### src/rtl/am_tx.sv
// am_tx: transmit-side alignment marker inserter for a 4-lane 40GBASE-R PCS.
//
// This block sits between the per-lane scramblers and the lane gearboxes.
// After every GAP_N accepted data blocks it uses one block slot to send a
// per-lane alignment marker on all lanes at once. Upstream is stalled for
// that slot.
//
// Optional feature macro: AM_TX_BIP_EN
//   defined   : per-lane BIP3 accumulators exist. Each marker carries its
//               lane's BIP3 and BIP7 = ~BIP3.
//   undefined : there are no accumulators. Both BIP fields are 8'h00.
//               Slot timing is the same in both builds.
//
// Ports:
//   clk      in   clock
//   nreset   in   synchronous active-low reset
//   valid_i  in   data_i holds one block per lane
//   data_i   in   LANE_N*BLOCK_W, lane i at [i*BLOCK_W +: BLOCK_W]
//   ready_o  out  low only during a marker slot
//   valid_o  out  data_o is valid
//   data_o   out  registered output blocks, same lane packing as data_i
//   am_v_o   out  data_o holds alignment markers on all lanes
//
// Handshake: a block moves from data_i to data_o when valid_i && ready_o
// at a rising edge. ready_o depends only on internal state and never on
// valid_i. A marker slot is emitted whether or not valid_i is high, and
// any block offered during that slot must be held by upstream.
module am_tx #(
  parameter int LANE_N  = 4,
  parameter int BLOCK_W = 66,
  parameter int GAP_N   = 16383
) (
  input  logic                      clk,
  input  logic                      nreset,
  input  logic                      valid_i,
  input  logic [LANE_N*BLOCK_W-1:0] data_i,
  output logic                      ready_o,
  output logic                      valid_o,
  output logic [LANE_N*BLOCK_W-1:0] data_o,
  output logic                      am_v_o
);

  // The marker table covers lanes 0..3 only, and the marker layout
  // assumes a 2-bit sync header above a 64-bit payload.
  if (LANE_N != 4) begin : g_lane_chk
    $error("am_tx: LANE_N must be 4");
  end
  if (BLOCK_W != 66) begin : g_blk_chk
    $error("am_tx: BLOCK_W must be 66");
  end
  if (GAP_N < 2) begin : g_gap_chk
    $error("am_tx: GAP_N must be >= 2");
  end

  localparam int CNT_W = $clog2(GAP_N + 1);
  localparam logic [CNT_W-1:0] CNT_LAST = CNT_W'(GAP_N - 1);
  localparam logic [CNT_W-1:0] CNT_MAX  = CNT_W'(GAP_N);

  // Fixed marker bytes per lane, packed {M6,M5,M4,M2,M1,M0}.
  // M3 and M7 are the BIP3 and BIP7 fields, so they are not stored here.
  localparam logic [47:0] AM_M [4] = '{
    48'hb8896f477690,
    48'h193b0fe6c4f0,
    48'h649a3a9b65c5,
    48'hc2865d3d79a2
  };

  // ST_MARK is the "marker pending" state. Reset enters it, so the first
  // slot after reset is always a marker.
  typedef enum logic [0:0] {
    ST_DATA = 1'b0,
    ST_MARK = 1'b1
  } state_t;

  state_t                      state;
  state_t                      state_nx;
  logic [CNT_W-1:0]            cnt;
  logic [LANE_N*BLOCK_W-1:0]   am_data;

`ifdef AM_TX_BIP_EN
  logic [7:0] bip_q [LANE_N];

  // Parity of one block: payload bit j feeds BIP3 bit j%8. The sync
  // header bits fold into BIP3 bits 3 and 4.
  function automatic logic [7:0] blk_par(input logic [BLOCK_W-1:0] b);
    logic [7:0] p;
    p = '0;
    for (int j = 0; j < 64; j++) begin
      p[j % 8] = p[j % 8] ^ b[j];
    end
    p[3] = p[3] ^ b[64];
    p[4] = p[4] ^ b[65];
    return p;
  endfunction
`endif

  // Marker blocks for the current slot, built from the running parity.
  always_comb begin
    am_data = '0;
    for (int i = 0; i < LANE_N; i++) begin
      logic [7:0] b3;
      logic [7:0] b7;
`ifdef AM_TX_BIP_EN
      b3 = bip_q[i];
      b7 = ~bip_q[i];
`else
      b3 = 8'h00;
      b7 = 8'h00;
`endif
      am_data[i*BLOCK_W +: BLOCK_W] =
        {2'b10, b7, AM_M[i][47:24], b3, AM_M[i][23:0]};
    end
  end

  // Next-state logic and ready_o.
  always_comb begin
    state_nx = state;
    ready_o  = 1'b0;
    case (state)
      ST_MARK: state_nx = ST_DATA;
      ST_DATA: begin
        ready_o = 1'b1;
        // The block that brings cnt up to GAP_N makes the next slot a marker.
        if (valid_i && (cnt == CNT_LAST)) begin
          state_nx = ST_MARK;
        end
      end
      default: state_nx = ST_MARK;
    endcase
  end

  always_ff @(posedge clk) begin
    if (!nreset) begin
      state   <= ST_MARK;
      cnt     <= '0;
      valid_o <= 1'b0;
      am_v_o  <= 1'b0;
      data_o  <= '0;
    end else begin
      state <= state_nx;
      if (state == ST_MARK) begin
        data_o  <= am_data;
        valid_o <= 1'b1;
        am_v_o  <= 1'b1;
        cnt     <= '0;
      end else if (valid_i) begin
        data_o  <= data_i;
        valid_o <= 1'b1;
        am_v_o  <= 1'b0;
        if (cnt != CNT_MAX) begin
          cnt <= cnt + CNT_W'(1);
        end
      end else begin
        // Idle data slot: data_o keeps its last value and cnt does not move.
        valid_o <= 1'b0;
        am_v_o  <= 1'b0;
      end
    end
  end

`ifdef AM_TX_BIP_EN
  // The parity accumulators cover every emitted block, markers included.
  // When a marker goes out, the accumulator is reloaded with that marker's
  // own parity instead of being cleared.
  always_ff @(posedge clk) begin
    if (!nreset) begin
      for (int i = 0; i < LANE_N; i++) begin
        bip_q[i] <= '0;
      end
    end else if (state == ST_MARK) begin
      for (int i = 0; i < LANE_N; i++) begin
        bip_q[i] <= blk_par(am_data[i*BLOCK_W +: BLOCK_W]);
      end
    end else if (valid_i) begin
      for (int i = 0; i < LANE_N; i++) begin
        bip_q[i] <= bip_q[i] ^ blk_par(data_i[i*BLOCK_W +: BLOCK_W]);
      end
    end
  end
`endif

endmodule

### config.mk
export PLATFORM = sky130hd
export DESIGN_NAME = am_tx
export DESIGN_NICKNAME = d
export VERILOG_FILES = /design/src/rtl/am_tx.sv
export SDC_FILE = /design/constraint.sdc
export NUM_CORES = 1
export LEC_CHECK = 0
export ABC_AREA = 1
export BUFFER_PORTS_ARGS = -buffer_cell sky130_fd_sc_hd__buf_4
export CAP_MARGIN = 20
export CORE_AREA = 5 5 206 208
export DETAILED_ROUTE_END_ITERATION = 8
export DIE_AREA = 0 0 211 213
export GPL_TIMING_DRIVEN = 0
export SLEW_MARGIN = 20
export SYNTH_ARGS = -nofsm -noshare
export SYNTH_HDL_FRONTEND = slang
export SYNTH_SLANG_ARGS = --single-unit
### constraint.sdc
create_clock -name clk -period 1.4 [get_ports clk]
set_input_delay 0.21 -clock clk [delete_from_list [all_inputs] [get_ports clk]]
set_output_delay 0.21 -clock clk [all_outputs]
set_load 0.005 [all_outputs]
==> results of run 1 <==
[area by class of cell]
cell class / count / area, um2
repair buffers: 813 / 6790
diodes: 1 / 2.50
well taps: 532 / 666
fillers: 3787 / 21300
multi-input cells: 896 / 4180
plain buffers: 100 / 547
clock buffers: 50 / 1010
inverters: 15 / 61.3
flip-flops and latches: 281 / 5660
clock inverters: 12 / 174
[flip-flops by register name, indices dropped and copies added (netlist names)]
register / cells
data_o: 264
cnt: 14
am_v_o: 1
state: 1
valid_o: 1
[logic make-up (layout without fill, tap and decap cells)]
| kind of cell | after synthesis | count (layout) | share of synthesized area, % |
|---|---|---|---|
| AOI/OAI and AO/OA | 378 | 378 | 18.9 |
| and+or+nand+nor | 510 | 510 | 19.9 |
| other | 0 | 1 | 0 |
| adders and majority gates | 2 | 2 | 0.246 |
| DFF | 281 | 281 | 55.2 |
| buffers and inverters | 115 | 990 | 5.18 |
| xor gates and xnor gates | 6 | 6 | 0.516 |
[power groups by stage]
| stage | Combinational (uW) | Sequential [uW] | Clock [uW] |
|---|---|---|---|
| after floorplan | 807 | 8850 | 0 |
| after global placement | 2460 | 8830 | 0 |
| after detailed placement | 2490 | 8840 | 0 |
| after CTS | 3150 | 8680 | 9750 |
| after global routing | 3450 | 8720 | 10000 |
| final | 3200 | 8680 | 9430 |
[synth_stat cells, drive strengths merged]
master    n
xor2      4
nand3b    2
nand4     5
nand2   378
a21oi   178
buf      57
o31ai     1
nand3     8
inv      15
ha        2
dfxtp   281
o21ai   199
clkbuf   43
xnor2     2
nor2    117
[placed cells by master (no fill, tap or decap), types with 3 or more instances in the layout]
cell and count:
sky130_fd_sc_hd__a21oi_1 167, sky130_fd_sc_hd__xor2_1 4, sky130_fd_sc_hd__nand2_4 9, sky130_fd_sc_hd__nand2_2 12, sky130_fd_sc_hd__clkinv_2 4, sky130_fd_sc_hd__clkbuf_2 19, sky130_fd_sc_hd__o21ai_0 155, sky130_fd_sc_hd__buf_6 7
sky130_fd_sc_hd__nand2_1 357, sky130_fd_sc_hd__clkbuf_16 36, sky130_fd_sc_hd__nand3_1 5, sky130_fd_sc_hd__clkbuf_1 21, sky130_fd_sc_hd__buf_4 552, sky130_fd_sc_hd__dfxtp_1 267, sky130_fd_sc_hd__inv_1 13, sky130_fd_sc_hd__clkbuf_4 8
sky130_fd_sc_hd__nand3_2 3, sky130_fd_sc_hd__nor2_1 107, sky130_fd_sc_hd__dfxtp_2 7, sky130_fd_sc_hd__inv_6 3, sky130_fd_sc_hd__buf_2 46, sky130_fd_sc_hd__dfxtp_4 7, sky130_fd_sc_hd__bufinv_16 4, sky130_fd_sc_hd__nand4_1 4
sky130_fd_sc_hd__clkbuf_8 8, sky130_fd_sc_hd__a21oi_2 11, sky130_fd_sc_hd__nor2_4 9, sky130_fd_sc_hd__dlygate4sd3_1 263, sky130_fd_sc_hd__o21ai_1 44
[worst max-delay path: cells and delay by family]
| kind | cells | cell delay (ns) |
|---|---|---|
| buffers and inverters | 6 | 1.42 |
| AND/OR/NAND/NOR | 1 | 0.08 |
| AO/OA/AOI/OAI | 1 | 0.07 |
[through the flow]
| stage | power, uW | worst slack [ns] | setup TNS (ns) | utilization (%) | hold slack [ns] |
|---|---|---|---|---|---|
| after floorplan | 9660 | 0.0232 | 0 | - | 0.350 |
| after global placement | 11300 | -0.251 | -29.96 | 36.8 | 0.449 |
| after detailed placement | 11300 | -0.270 | -39.12 | 36.8 | 0.454 |
| after CTS | 21600 | -0.00350 | -0.00350 | 46.7 | 0.0000393 |
| after global routing | 22200 | -0.0419 | -0.334 | 47.3 | 0.00442 |
| final | 21300 | 0.0158 | 0 | 47.3 | 0.0333 |
[worst max-delay path by stage]
| stage | slack, ns | cells after the start | endpoint |
|---|---|---|---|
| floorplan | 0.02 | 9 | cnt[11]$_SDFFE_PP0P_ |
| global placement | -0.25 | 7 | data_o[194]$_SDFFE_PP0P_ |
| detailed placement | -0.27 | 7 | data_o[198]$_SDFFE_PP0P_ |
| CTS | -0.004 | 9 | cnt[11]$_SDFFE_PP0P_ |
| global route | -0.04 | 9 | cnt[2]$_SDFFE_PP0P_ |
| finish | 0.02 | 8 | data_o[104]$_SDFFE_PP0P_ |
[routing by layer]
metal	global-route usage, %	wire [um]	share of wire [%]
met3	4.83	3120	6.8
met2	32.6	23000	50
met5	0	0	0
met4	9.81	2220	4.8
met1	21.5	17400	38
[repair_timing]
item,in CTS,in global routing
setup endpoints to repair,265,238
gates cloned,2,0
buffers inserted,12,4
hold buffers,263,0
pin swaps,2,19
hold endpoints to repair,263,0
resized for setup,38,100
==> results.py, run 1 <==
metrics = {
    "global_route": {
        "grtUsageTotal_pct": 18.9,
        "number_of_antenna_violations_at_the_first_check_in_global_routing": 0,
        "grt_pass1_vias": 12699,
        "total_congestion_overflow_after_global_routing": 0,
        "global_route_wire_length_before_repair_mm": 67.8,
        "grt_start_max_net_pins": 14,
    },
    "floorplanning": {
        "num_io_pins": 534,
        "fp.dieArea_um2": 44900,
        "floorplan.die.height_um": 213,
        "floorplan.initialDensity_pct": 25.2,
        "dieWidth_um": 211,
        "core_um2": 40400,
        "std_cell_rows": 74,
    },
    "critical_path": {
        "cpPeakStageDelay_ns": 0.54,
        "path_max_fanout": 10,
        "end_kind": "flop",
        "worst_r2r_endpoint": "cnt[6]$_SDFFE_PP0P_",
        "list_of_cells_traversed_by_the_critical_path": "dlygate4sd3_1, buf_4, inv_1, nor2_4, inv_1, buf_4, buf_2, a21oi_1",
        "critical_path_required_ns": 1.81,
        "critical_path.startpoint_type": "primary input",
        "cp.arrival_ns": 1.79,
        "worstReg2RegStart": "cnt[1]$_SDFFE_PP0P_",
        "critical-path-slowest-cell": "sky130_fd_sc_hd__dlygate4sd3_1",
        "worstSetupPathType": "primary input to flop",
        "setup.reg_to_reg.worst_slack_ns": 0.02,
        "worstSetupStartpoint": "nreset",
        "r2r.worst_path.cells": 9,
    },
    "clock_network": {
        "cts.htree.levels": 2,
        "ctsRootBufferMaster": "sky130_fd_sc_hd__clkbuf_16",
        "cts_made_buffers": 35,
        "cts_tree": "built",
        "tritoncts_num_sinks": 281,
        "clkSlewWorstSetupHoldPaths_ns": 0.06,
        "max-clock-path-buffers": 3,
        "worstSkewPairLatency_ns": 0.53,
    },
    "synth": {
        "synth_largest_type_area_fraction_pct": 55.2,
        "sequential_fraction_of_the_synthesis_area_pct": 55.2,
        "synth_fp_nets": 1561,
        "yosys_warnings": 0,
        "post_synth_main_area_contributors": "sky130_fd_sc_hd__dfxtp_1 55%, sky130_fd_sc_hd__nand2_1 13%, sky130_fd_sc_hd__a21oi_1 8.3%, sky130_fd_sc_hd__o21ai_0 7.7%, sky130_fd_sc_hd__nor2_1 4.1%",
        "synth_cell_type_count": 26,
        "ys_seq_elements": 281,
        "post_synth_instance_area_um2": 10200,
        "synth_largest_area_cell": "sky130_fd_sc_hd__dfxtp_1",
        "syn_avg_cell_area_um2": 7.88,
        "syn-instance-count": 1292,
    },
    "power": {
        "swShare_pct": 24.7,
        "share_comb_of_total_power_pct": 15.0,
        "internal_power_uw": 16000,
        "power.ir.vdd_worst_uv": 769,
        "power.sequential.fraction_pct": 40.7,
        "netSwitchingPower_uw": 5260,
        "power.leakage_uw": 0.00853,
        "power_density_over_cell_area_nw_per_um2": 1120,
        "power_frac_clock_pct": 44.3,
    },
    "route": {
        "via_per_inst": 4.56,
        "route.final.wire_length_mm": 45.7,
        "num_vias": 12304,
        "first_iter_violations": 745,
        "drt-pass1-iter-count": 5,
        "drt_drc_violations_left": 0,
        "ant_nets": 0,
        "wire_per_inst_um": 16.9,
    },
    "timing": {
        "timing.fmax_mhz": 722,
        "layout_min_cycle_time_ns": 1.38,
        "max_slew.worst_pin.slew_ns": 0.491,
        "min_period_over_period_pct": 98.9,
        "final.setup_skew_ns": 0.0144,
        "relSlewSlack_pct": 67.3,
        "report.final.setup_viol": 0,
        "report.final.slew_viol_count": 0,
        "report.final.hold_viol_count": 0,
        "rsz0062_at_grt": "yes",
    },
    "min_path": {
        "timing.hold.worst_path_depth": 3,
        "hold_path_end": "data_o[158]$_SDFFE_PP0P_",
        "holdCritPathClass": "primary input to flop",
        "worstHoldStart": "data_i[158]",
    },
    "outcome": {
        "run_status": "finished clean",
    },
    "flow_run": {
        "maxCapViolations": 0,
    },
    "placement": {
        "post-place-cells": 2356,
        "place.gp.congestion": 0.867,
        "numPortBuffers": 532,
        "post-dp-hpwl_mm": 32.2,
        "placed_cell_area_um2": 14800,
    },
    "final_layout": {
        "layout-area-overhead-vs-synth_pct": 87.5,
        "finish.net_count": 2411,
        "drive_above_1_share_pct": 34.7,
        "final_design_area_no_fill_um2": 19100,
        "fin_cells": 2700,
    },
}
No activity file was read; power rests on OpenSTA's default activity.
==> run 2, diff against run 1 <==
--- a/config.mk
+++ b/config.mk
@@ -11,7 +11,7 @@
 export CORE_AREA = 5 5 206 208
 export DETAILED_ROUTE_END_ITERATION = 8
 export DIE_AREA = 0 0 211 213
-export GPL_TIMING_DRIVEN = 0
+export GPL_TIMING_DRIVEN = 1
 export SLEW_MARGIN = 20
 export SYNTH_ARGS = -nofsm -noshare
 export SYNTH_HDL_FRONTEND = slang
==> run 2 against run 1 <==
Critical path depth up 1. Wire length down 6.9%. Design area down 0.57%. Sequential share of layout area about the same. Non-clock buffer count down 48. Die area unchanged. Critical path type is now flop to flop. Largest power group unchanged. Highest routed layer unchanged.
==> results.py, run 2 (same netlist as run 1, synthesis figures left out) <==
metrics = {
    "final_layout": {
        "finish.net_count": 2363,
        "leading_registers_by_flop_count": "data_o (264), cnt (14)",
        "post-route-util_pct": 47.0,
        "layout-area-overhead-vs-synth_pct": 86.4,
        "largest_reg_flops": 264,
        "top_reg_by_flops": "data_o",
        "antenna_cells": 0,
        "layout.cells.most_common_list": "582 x sky130_fd_sc_hd__buf_4, 364 x sky130_fd_sc_hd__nand2_1, 277 x sky130_fd_sc_hd__dfxtp_1, 260 x sky130_fd_sc_hd__dlygate4sd3_1, 168 x sky130_fd_sc_hd__a21oi_1",
        "most_common_cell_after_layout_fill_and_taps_aside": "sky130_fd_sc_hd__buf_4",
        "filler_cell_count": 3801,
        "drive_above_1_share_pct": 33.2,
    },
    "floorplanning": {
        "floorplan.initialDensity_pct": 25.2,
        "fp.dieArea_um2": 44900,
        "dieWidth_um": 211,
        "core_um2": 40400,
        "floorplan.die.height_um": 213,
        "num_io_pins": 534,
        "std_cell_rows": 74,
    },
    "route": {
        "first_iter_violations": 710,
        "num_vias": 11929,
        "drt_drc_violations_left": 0,
        "drt-pass1-iter-count": 5,
        "via_per_inst": 4.50,
        "wire_per_inst_um": 16.1,
        "ant_nets": 0,
        "route.final.wire_length_mm": 42.6,
    },
    "power": {
        "power.leakage_uw": 0.00840,
        "power_density_over_cell_area_nw_per_um2": 1100,
        "netSwitchingPower_uw": 5050,
        "swShare_pct": 24.3,
        "internal_power_uw": 15800,
        "power_frac_clock_pct": 43.0,
        "power.ir.vdd_worst_uv": 1000,
        "power.sequential.fraction_pct": 41.7,
        "share_comb_of_total_power_pct": 15.3,
    },
    "timing": {
        "final.setup_skew_ns": 0.00787,
        "relSlewSlack_pct": 67.7,
        "hold_slack_ns": 0.0380,
        "report.final.setup_viol": 0,
        "report.final.slew_viol_count": 0,
        "min_period_over_period_pct": 95.8,
        "report.final.hold_viol_count": 0,
        "layout_min_cycle_time_ns": 1.34,
        "timing.fmax_mhz": 746,
        "rsz0062_at_grt": "yes",
        "max_slew.worst_pin.slew_ns": 0.485,
    },
    "global_route": {
        "number_of_antenna_violations_at_the_first_check_in_global_routing": 0,
        "grt_pass1_vias": 12216,
        "grt_start_max_net_pins": 73,
        "global_route_wire_length_before_repair_mm": 64.6,
        "grtUsageTotal_pct": 17.6,
        "total_congestion_overflow_after_global_routing": 0,
    },
    "critical_path": {
        "cp.arrival_ns": 1.75,
        "critical_path_required_ns": 1.81,
        "path_max_fanout": 6,
        "end_kind": "flop",
        "worstSetupPathType": "flop to flop",
        "critical_path.startpoint_type": "flop",
    },
    "clock_network": {
        "cts_made_buffers": 34,
        "ctsRootBufferMaster": "sky130_fd_sc_hd__clkbuf_16",
        "cts_tree": "built",
        "cts.htree.levels": 2,
        "tritoncts_num_sinks": 281,
        "clkSlewWorstSetupHoldPaths_ns": 0.06,
        "worstSkewPairLatency_ns": 0.52,
        "max-clock-path-buffers": 3,
    },
    "placement": {
        "numPortBuffers": 533,
        "place.gp.congestion": 0.857,
        "post-dp-hpwl_mm": 28.2,
    },
    "outcome": {
        "run_status": "finished clean",
    },
    "min_path": {
        "holdCritPathClass": "primary input to flop",
    },
    "flow_run": {
        "maxCapViolations": 0,
    },
}
[run 2: changes by cell type in the layout (fill, tap and decap cells not counted), sizes merged]
| cell | change |
|---|---|
| clkinv | +5 |
| bufinv | -1 |
| diode | -1 |
| inv | -2 |
| nand2 | +1 |
| buf | -3 |
| dlygate4sd3 | -3 |
| clkbuf | -45 |
[run 2: power groups by stage]
stage          Combinational (uW)  Sequential (uW)  Clock (uW)
2_1_floorplan                 807             8850           0
3_3_place_gp                 2520             8810           0
3_5_place_dp                 2540             8830           0
4_1_cts                      3160             8660        9240
5_1_grt                      3440             8720        9530
6_report                     3190             8670        8950
[run 2: final cells by class]
cell class	instances	area [um2]	share of cell area, %
clock buffer	47	981	5.17
clock inverter	14	155	0.817
inverter	15	68.8	0.363
multi-input combinational	897	4080	21.5
sequential	281	5630	29.7
tap	532	666	3.51
timing repair buffer	865	7410	39.0
[run 2: path summary, 6_finish.rpt]
kind | start | slack, ns | depth (start not counted) | to
setup reg to reg | cnt[1]$_SDFFE_PP0P_ | 0.06 | 9 | cnt[0]$_SDFFE_PP0P_
setup / recovery | cnt[1]$_SDFFE_PP0P_ | 0.06 | 9 | cnt[0]$_SDFFE_PP0P_
hold / removal | data_i[82] | 0.04 | 3 | data_o[82]$_SDFFE_PP0P_
hold reg to reg | data_o[129]$_SDFFE_PP0P_ | 0.46 | 2 | data_o[129]$_SDFFE_PP0P_
[run 2: through the flow]
stage / cells / worst slack [ns] / total power (uW) / TNS [ns] / area, um2
finish: 2651 / 0.0588 / 20800 / 0 / 19000
global route: 2651 / -0.0295 / 21700 / -0.0598 / 19000
CTS: 2644 / 0.00257 / 21100 / 0 / 18900
detailed placement: 2322 / -0.0661 / 11400 / -0.163 / 15100
global placement: 2322 / -0.0316 / 11300 / -0.0477 / 15100
floorplan: 1292 / 0.0232 / 9660 / 0 / 10200
[run 2: worst max-delay path, stage by stage (launching register included)]
cell and delay (ns):
sky130_fd_sc_hd__dfxtp_2 0.35, sky130_fd_sc_hd__ha_4 0.14, sky130_fd_sc_hd__inv_2 0.04, sky130_fd_sc_hd__nor2_4 0.11
sky130_fd_sc_hd__nand2_2 0.08, sky130_fd_sc_hd__nor2_4 0.13, sky130_fd_sc_hd__nor2_4 0.07, sky130_fd_sc_hd__buf_12 0.14
sky130_fd_sc_hd__o21ai_2 0.11, sky130_fd_sc_hd__nor2_1 0.05
[run 2: timing repair]
item / CTS / global route
endpoints found under the hold margin: 259 / 0
setup buffers: 1 / 6
pin swaps: 5 / 6
endpoints found under the setup margin: 8 / 51
gates cloned: 0 / 1
hold buffers: 260 / 0
gates resized for setup: 7 / 7
[run 2: per-layer routing]
layer	up-vias	track usage [%]	wire (um)
met5	-	0	0
met4	0	9.21	2020
met3	130	4.04	2670
met2	429	30.9	21600
met1	5545	20.1	16300
li1	5825	-	-
